--- src/rtl/div_pkg.sv ---
// Shared types, constants and helpers for the fixed-point divider stream adapter.
`ifndef WIDTH
`define WIDTH 16
`endif
`ifndef Q_BITS
`define Q_BITS 12
`endif

package div_pkg;
  localparam int DIV_WIDTH  = `WIDTH;
  localparam int DIV_Q_BITS = `Q_BITS;
  localparam int DIV_TAG_W  = 6;

  // Saturated quotients returned for a zero divisor
  localparam logic [DIV_WIDTH-1:0] Q_MAX = {1'b0, {(DIV_WIDTH-1){1'b1}}};
  localparam logic [DIV_WIDTH-1:0] Q_MIN = {1'b1, {(DIV_WIDTH-1){1'b0}}};

  typedef struct packed {
    logic [DIV_WIDTH-1:0] quotient;
    logic [DIV_TAG_W-1:0] tag;
    logic                 div0;
  } div_result_t;

  function automatic int div_latency(input int width, input int q_bits);
    return width + q_bits;
  endfunction
endpackage

--- src/rtl/div_result_fifo.sv ---
// Single-clock result FIFO with registered full/empty and a combinational head.
module div_result_fifo #(
  parameter int DATA_W = 23,
  parameter int DEPTH  = 32
) (
  input  logic              clk,
  input  logic              reset,
  input  logic              wr_en,
  input  logic [DATA_W-1:0] wr_data,
  input  logic              rd_en,
  output logic [DATA_W-1:0] rd_data,
  output logic              empty
);
  localparam int AW = $clog2(DEPTH);

  logic [DATA_W-1:0] mem [DEPTH];
  logic [AW-1:0]     wr_ptr;
  logic [AW-1:0]     rd_ptr;
  logic [AW:0]       count;
  logic [AW:0]       count_next;
  logic              full;
  logic              do_wr;
  logic              do_rd;

  // A write into a full FIFO is fine when the head leaves in the same cycle
  assign do_rd = rd_en && !empty;
  assign do_wr = wr_en && (!full || do_rd);

  always_comb begin
    count_next = count;
    case ({do_wr, do_rd})
      2'b10:   count_next = count + 1'b1;
      2'b01:   count_next = count - 1'b1;
      default: count_next = count;
    endcase
  end

  always_ff @(posedge clk or posedge reset) begin
    if (reset) begin
      wr_ptr <= '0;
      rd_ptr <= '0;
      count  <= '0;
      full   <= 1'b0;
      empty  <= 1'b1;
    end else begin
      if (do_wr) wr_ptr <= wr_ptr + 1'b1;
      if (do_rd) rd_ptr <= rd_ptr + 1'b1;
      count <= count_next;
      full  <= (count_next == (AW+1)'(DEPTH));
      empty <= (count_next == '0);
    end
  end

  always_ff @(posedge clk) begin
    if (do_wr) mem[wr_ptr] <= wr_data;
  end

  assign rd_data = mem[rd_ptr];
endmodule

--- src/rtl/fixed_div_stream_adapter.sv ---
// Credit-based stream wrapper around a fixed-latency, non-stalling divider.
`ifndef WIDTH
`define WIDTH 16
`endif
`ifndef Q_BITS
`define Q_BITS 12
`endif

module fixed_div_stream_adapter
  import div_pkg::*;
#(
  parameter int WIDTH     = `WIDTH,
  parameter int Q_BITS    = `Q_BITS,
  parameter int TAG_W     = 6,
  parameter int OUT_DEPTH = 32
) (
  input  logic             clk,
  input  logic             reset,
  input  logic             in_valid,
  output logic             in_ready,
  input  logic [WIDTH-1:0] in_dividend,
  input  logic [WIDTH-1:0] in_divisor,
  input  logic [TAG_W-1:0] in_tag,
  output logic             div_start,
  output logic [WIDTH-1:0] div_dividend,
  output logic [WIDTH-1:0] div_divisor,
  input  logic [WIDTH-1:0] div_quotient,
  input  logic             div_valid,
  output logic             out_valid,
  input  logic             out_ready,
  output logic [WIDTH-1:0] out_quotient,
  output logic [TAG_W-1:0] out_tag,
  output logic             out_div0,
  output logic             seq_err
);
  localparam int DIV_LAT = div_latency(WIDTH, Q_BITS);
  localparam int CW      = $clog2(OUT_DEPTH) + 1;
  localparam int DATA_W  = WIDTH + TAG_W + 1;

  logic [CW-1:0]      credit;
  logic               run;
  logic               accept;
  logic               pop;
  logic [DIV_LAT-1:0] pipe_valid;
  logic [DIV_LAT-1:0] pipe_div0;
  logic [TAG_W-1:0]   pipe_tag [DIV_LAT];
  logic               head_valid;
  logic [DATA_W-1:0]  wr_data;
  logic [DATA_W-1:0]  rd_data;
  logic               fifo_empty;

  // run keeps in_ready low through reset and for the release edge itself
  assign in_ready = run && (credit != '0);
  assign accept   = in_valid && in_ready;
  assign pop      = out_valid && out_ready;

  assign div_start    = accept;
  assign div_dividend = accept ? in_dividend : '0;
  assign div_divisor  = accept ? in_divisor  : '0;

  always_ff @(posedge clk or posedge reset) begin
    if (reset) begin
      credit  <= CW'(OUT_DEPTH);
      run     <= 1'b0;
      seq_err <= 1'b0;
    end else begin
      run <= 1'b1;
      if (accept && !pop)
        credit <= credit - 1'b1;
      else if (!accept && pop)
        credit <= credit + 1'b1;
      if (head_valid != div_valid)
        seq_err <= 1'b1;
    end
  end

  always_ff @(posedge clk or posedge reset) begin
    if (reset)
      pipe_valid <= '0;
    else
      pipe_valid <= {pipe_valid[DIV_LAT-2:0], accept};
  end

  always_ff @(posedge clk) begin
    pipe_div0   <= {pipe_div0[DIV_LAT-2:0], accept && (in_divisor == '0)};
    pipe_tag[0] <= accept ? in_tag : '0;
    for (int i = 1; i < DIV_LAT; i++)
      pipe_tag[i] <= pipe_tag[i-1];
  end

  // A result with no matching issue record is still stored, but anonymously
  assign head_valid = pipe_valid[DIV_LAT-1];
  assign wr_data    = head_valid ? {div_quotient, pipe_tag[DIV_LAT-1], pipe_div0[DIV_LAT-1]}
                                 : {div_quotient, {TAG_W{1'b0}}, 1'b0};

  div_result_fifo #(
    .DATA_W (DATA_W),
    .DEPTH  (OUT_DEPTH)
  ) u_fifo (
    .clk     (clk),
    .reset   (reset),
    .wr_en   (div_valid),
    .wr_data (wr_data),
    .rd_en   (pop),
    .rd_data (rd_data),
    .empty   (fifo_empty)
  );

  assign out_valid    = !fifo_empty;
  assign out_quotient = rd_data[DATA_W-1 -: WIDTH];
  assign out_tag      = rd_data[TAG_W:1];
  assign out_div0     = rd_data[0];
endmodule
--- config.mk ---
export PLATFORM = sky130hd
export DESIGN_NAME = fixed_div_stream_adapter
export DESIGN_NICKNAME = d
export VERILOG_FILES = /design/src/rtl/div_pkg.sv /design/src/rtl/div_result_fifo.sv /design/src/rtl/fixed_div_stream_adapter.sv
export SDC_FILE = /design/constraint.sdc
export NUM_CORES = 1
export LEC_CHECK = 0
export BUFFER_PORTS_ARGS = -buffer_cell sky130_fd_sc_hd__clkbuf_2
export CORE_UTILIZATION = 45
export DETAILED_ROUTE_END_ITERATION = 6
export PLACE_DENSITY = 0.7
export RECOVER_POWER = 25
export SYNTH_ARGS = -nofsm -noshare
export SYNTH_HDL_FRONTEND = slang
export SYNTH_SLANG_ARGS = --single-unit
--- constraint.sdc ---
create_clock -name clk -period 9.79 [get_ports clk]
set_input_delay 2.937 -clock clk [delete_from_list [all_inputs] [get_ports clk]]
set_output_delay 2.937 -clock clk [all_outputs]
set_load 0.01 [all_outputs]
==> Word level (Yosys, flattened, before mapping) <==
Memory sizes are Yosys's and may differ from the RTL's.
Index checks and enable logic that the tools add are counted.
{ "totals": {"regBits": 82, "ram_bits": 904, "input_bits": 59, "elab_cells": 48, "mem_count": 2} }
{ "memory_table": {"columns": ["name", "words", "word_bits", "read_ports", "rd_ports_with_merged_regs", "wr", "line_no", "rtl"], "rows": [
  ["u_fifo.mem", 32, 23, 1, 0, 1, "div_result_fifo.sv:16", "logic [DATA_W-1:0] mem [DEPTH];"],
  ["pipe_tag", 28, 6, 28, 0, 28, "fixed_div_stream_adapter.sv:46", "logic [TAG_W-1:0] pipe_tag [DIV_LAT];"]
]} }
{ "classes": {"addsub": 6, "eq_ne": 4, "muxes": 9, "reduce_logical": 17} }
{ "op_table": {"columns": ["operator", "count"], "rows": [
  ["$mux 16", 2],
  ["$mux 6", 3],
  ["$logic_not 16->1", 1],
  ["$add 6x1->6 const B", 2],
  ["$pmux 6 s2", 1],
  ["$sub 6x1->6 const B", 2],
  ["$add 5x1->5 const B", 2],
  ["$logic_and 1x1->1", 8],
  ["$mux 7", 1],
  ["$eq 6x6->1 const B", 1],
  ["$logic_not 6->1", 1],
  ["$reduce_bool 6->1", 1],
  ["$logic_not 1->1", 4],
  ["$eq 2x1->1 const B", 1],
  ["$eq 2x2->1 const B", 1],
  ["$mux 1", 2],
  ["$reduce_bool 2->1", 1],
  ["$logic_or 1x1->1", 1],
  ["$ne 1x1->1", 1]
]} }

==> Logic depth before layout (Yosys ltp) <==
{ "depth": {"word_depth": 8, "mapped_depth": 14, "mapped_depth_nobuf": 12} }

==> Modules after synthesis <==
Synthesis repeated with hierarchy kept, for this count alone.
{ "hier_totals": {"cells_unflattened": 1531, "hier_area_um2": 34619.5} }
{ "modules_own_cells": {"columns": ["mod", "n_inst", "cells_each", "area_each_um2"], "rows": [
  ["div_result_fifo", 1, 1190, 29056.6],
  ["fixed_div_stream_adapter", 1, 341, 5562.8]
]} }

==> Least setup slack after synthesis <==
No wires, ideal clock.
{ "synth_timing": {"path_type": "input port to output port", "from": "input port in_valid", "to": "output port div_divisor[10]", "arrival_ns": 3.542, "path_slack_ns": 3.311, "stages": 3, "path_buffers": 2, "cell_sequence": "clkbuf_1 -> clkbuf_1 -> and3_1"} }
{ "synth_via": {"elab_chain_cells": 2} }
{ "synth_lines": {"columns": ["element", "line_no", "rtl"], "rows": [
  ["start: declaration", "fixed_div_stream_adapter.sv:19", "input logic in_valid,"],
  ["$logic_and 1x1->1", "fixed_div_stream_adapter.sv:54", "assign accept = in_valid && in_ready;"],
  ["$mux 16", "fixed_div_stream_adapter.sv:59", "assign div_divisor = accept ? in_divisor : '0;"],
  ["end: declaration", "fixed_div_stream_adapter.sv:26", "output logic [WIDTH-1:0] div_divisor,"]
]} }
No other way between the ends.

==> Worst setup path after layout <==
{ "layout_timing": {"from": "register u_fifo.rd_ptr[0]", "to": "output port out_tag[1]"} }
{ "layout_via": {"elab_chain_cells": 1} }
{ "layout_lines": {"columns": ["element", "line_no", "rtl"], "rows": [
  ["start: declaration", "div_result_fifo.sv:18", "logic [AW-1:0] rd_ptr;"],
  ["start signal: assignment", "div_result_fifo.sv:47", "if (do_rd) rd_ptr <= rd_ptr + 1'b1;"],
  ["$mem_v2 32x23", null, null],
  ["end: declaration", "fixed_div_stream_adapter.sv:32", "output logic [TAG_W-1:0] out_tag,"]
]} }
No other way between the ends.

==> impl_metrics.tcl <==
set metrics [dict create \
    outcome "finished, violations left" \
    violations "max-capacitance violations, max-slew violations" \
    area_growth_pct 14.7 \
    async_reset_ff_share_pct 5.48 \
    whs_endpoint "pipe_tag[1][7]$_DFF_P_" \
    yosysWarnings 0 \
    cp_top_family "multiplexers" \
    critPathMaxFanout 88 \
    power_frac_seq_pct 44.8 \
    cts_tree "yes" \
    layout_common_cells "736 x edfxtp_1, 230 x mux4_2, 196 x dfxtp_1" \
    totalPowerFinal_w 0.0112 \
    synth_top_area_cell "edfxtp_1" \
    cts_resized 0 \
    antenna_cells 0 \
    min_period_ps 6920 \
    cts_buffers 90 \
    fin_nets 1758 \
    seq_area_frac_synth_pct 79.2 \
    ys_seq_elements 986 \
    worst-path-buf-inv 2 \
    p_switching_w 0.00303 \
    reg2reg_to "credit[5]$_DFFE_PP1P_" \
    clock_path_buffers 3 \
    synth_top_area_share_pct 64.0 \
    crit_slowest_cell "dfrtp_4" \
    synth_area_leaders "edfxtp_1 64%, mux4_2 15%, dfxtp_1 11%" \
    finish.utilization_pct 52.2 \
    grt-ovfl-total 0 \
    synthMuxAreaShare_pct 15.9 \
    dp_hpwl_um 37300 \
    grt_max_degree 146 \
    synth_adder_area_share_pct 0.398 \
    core-area_sq_um 75900 \
    dieArea_sq_um 77900 \
    ant_nets 0 \
    synthesis.nets 1601 \
    drtIter0Drc 1712 \
    fp-row-count 101 \
    critPathRequiredTime_ps 6850 \
    p_int_w 0.00817 \
    cpPeakStageDelay_ps 1030 \
    dp_slack_ps 3060 \
    routed-via-count 15700 \
    min_period_over_period_pct 70.7 \
    switching_share_pct 27.1 \
    place.gp.congestion 0.762 \
    synth_compound_area_share_pct 0.511 \
    synth_top_family_by_area "multiplexers" \
    crit_path_start "u_fifo.rd_ptr[0]$_DFFE_PP0P_" \
    worstMarginPinSlew_ps 1560 \
    crit_path_start_kind "flop" \
    setup_ws_ps 2870 \
    die_h_um 279 \
    worst_ep_arrival_time_ps 3980 \
    drt_wl_total_um 71800 \
    cts-htree-levels 3 \
    syn_avg_cell_area_sq_um 22.6 \
    timing.fmax_mhz 145 \
    ir_worst_vdd_mv 0.262 \
    post_cts_buffers 0 \
    synth_area_sq_um 34500 \
    fp.dieW_um 279 \
    via_per_inst 5.61 \
    grtUsageTotal_pct 18.7 \
    drive_above_1_share_pct 32.8 \
    cts.sinks 986 \
    final.setup.tns_ps 0 \
    antenna_found_initial 3 \
    slew_violations 33 \
    cp_cell_sequence "buf_12 > mux4_2 > mux4_2 > mux2_2 > clkbuf_2" \
    synth_flop_cell "edfxtp_1" \
    critical_path_class "reg2out" \
    fin_cells 2794 \
    hp-class "reg2reg" \
    cpMostUsedCell "mux4_2" \
    endpoint_kind "primary output" \
    synthSimpleGateAreaFrac_pct 2.21 \
    final_common_cell "edfxtp_1" \
    skew_ps 23.0 \
    worst-path-stages 5 \
    cap_violations 1 \
    synth_cells 1531 \
    grt_pass1_vias 16000 \
    power_frac_clock_pct 32.1 \
    r2r_setup_slack_ps 6220 \
    worstHoldStart "pipe_tag[1][1]$_DFF_P_" \
    clk_pin_slew_ps 60 \
    r2r_cells 9 \
    port_buffers 117 \
    synth_edf_count 736 \
    insertion_delay_ps 640 \
    p_per_area_nw_per_um2 283 \
    relSlewSlack_pct -4.38 \
    drc 0 \
    dp_cells 2626 \
    finalHoldViolCount 0 \
    grt_pass1_wl_um 105000 \
    routedWlPerCell_um 25.7 \
    start_util_pct 45.5 \
    first_pass_iters 5 \
    setup_viol_count_final 0 \
    comb_power_share_pct 23.1 \
    whs_path_depth 0 \
    ys_types 50 \
    ctsHoldBuffers 0 \
    io_pins 118 \
    r2r-start "credit[1]$_DFFE_PP0P_" \
    p_leak_nw 13.4 \
    rsz0062_at_grt "no" \
    cts-root-buf "clkbuf_16" \
    synth_xor_area_share_pct 0.558 \
    n_fill_cell 5699 \
]
[layout make-up]
cell class | instances | area (sq um) | area share, %
Timing Repair Buffer | 141 | 801 | 2.02
Clock buffer | 125 | 2660 | 6.72
Sequential cell | 986 | 27400 | 69.1
Clock inverter | 43 | 444 | 1.12
Tap cell | 1030 | 1290 | 3.25
Inverter | 11 | 41.3 | 0.104
Multi-Input combinational cell | 458 | 6990 | 17.7
[worst max path at each step]
stage / to / slack [ps]
after floorplan: div_divisor[10] / 3310
after global placement: div_start / 3150
after detailed placement: div_start / 3060
after CTS: out_tag[1] / 2740
after global routing: out_quotient[8] / 2600
final: out_tag[1] / 2870
[state kept, by name (all words and copies together), names as in the netlist]
name	flops
u_fifo.empty	1
u_fifo.wr_ptr	5
credit	6
seq_err	1
u_fifo.rd_ptr	5
pipe_tag	168
u_fifo.full	1
u_fifo.mem	736
u_fifo.count	6
pipe_valid	28
pipe_div0	28
run	1
[metal layers]
layer	up-vias	GRT usage (%)	wire [um]
met4	2	4.95	1450
li1	6541	-	-
met2	688	29.5	34600
met5	-	0	13
met3	112	3.34	5250
met1	8338	27.1	30400
[metrics by stage]
stage                     cell area, sq um  hold slack, ps
after floorplan                      34500             310
after global placement               36500             310
after detailed placement             36500             312
after CTS                            39600             321
after global routing                 39600             330
final                                39600             310
[power groups by stage]
stage / clock network [W] / registers (W) / logic, W
floorplan: 0 / 0.00492 / 0.00197
global placement: 0 / 0.00509 / 0.00259
detailed placement: 0 / 0.00511 / 0.00262
CTS: 0.00364 / 0.00502 / 0.00264
global route: 0.00381 / 0.00506 / 0.00275
finish: 0.00359 / 0.00502 / 0.00259
[cell usage after synthesis, types with 3 or more instances]
library cell / count
xnor2_1: 12
buf_1: 9
nand3b_1: 3
mux2_2: 25
nor4_1: 5
and2_1: 8
ha_1: 11
inv_1: 11
nand4_1: 4
dfxtp_1: 196
edfxtp_1: 736
nor3b_1: 3
or4_1: 3
clkbuf_1: 45
a21oi_1: 5
buf_2: 6
nor2_1: 41
nor3_1: 3
nand2_1: 17
o21ai_0: 3
and3_1: 38
xor2_1: 10
buf_6: 6
nand3_1: 4
mux4_2: 230
nor2b_1: 3
buf_4: 10
dfrtp_1: 52
nand2b_1: 3
[kinds of logic after synthesis]
group,count (synthesis)
XOR/XNOR,22
other,1
multiplexers,257
AO/OA/AOI/OAI,25
buffers and inverters,87
AND/OR/NAND/NOR,142
adder cells (fa/ha/maj),11
flip-flops,986
Note: power is estimated with default switching activity, not from simulation.
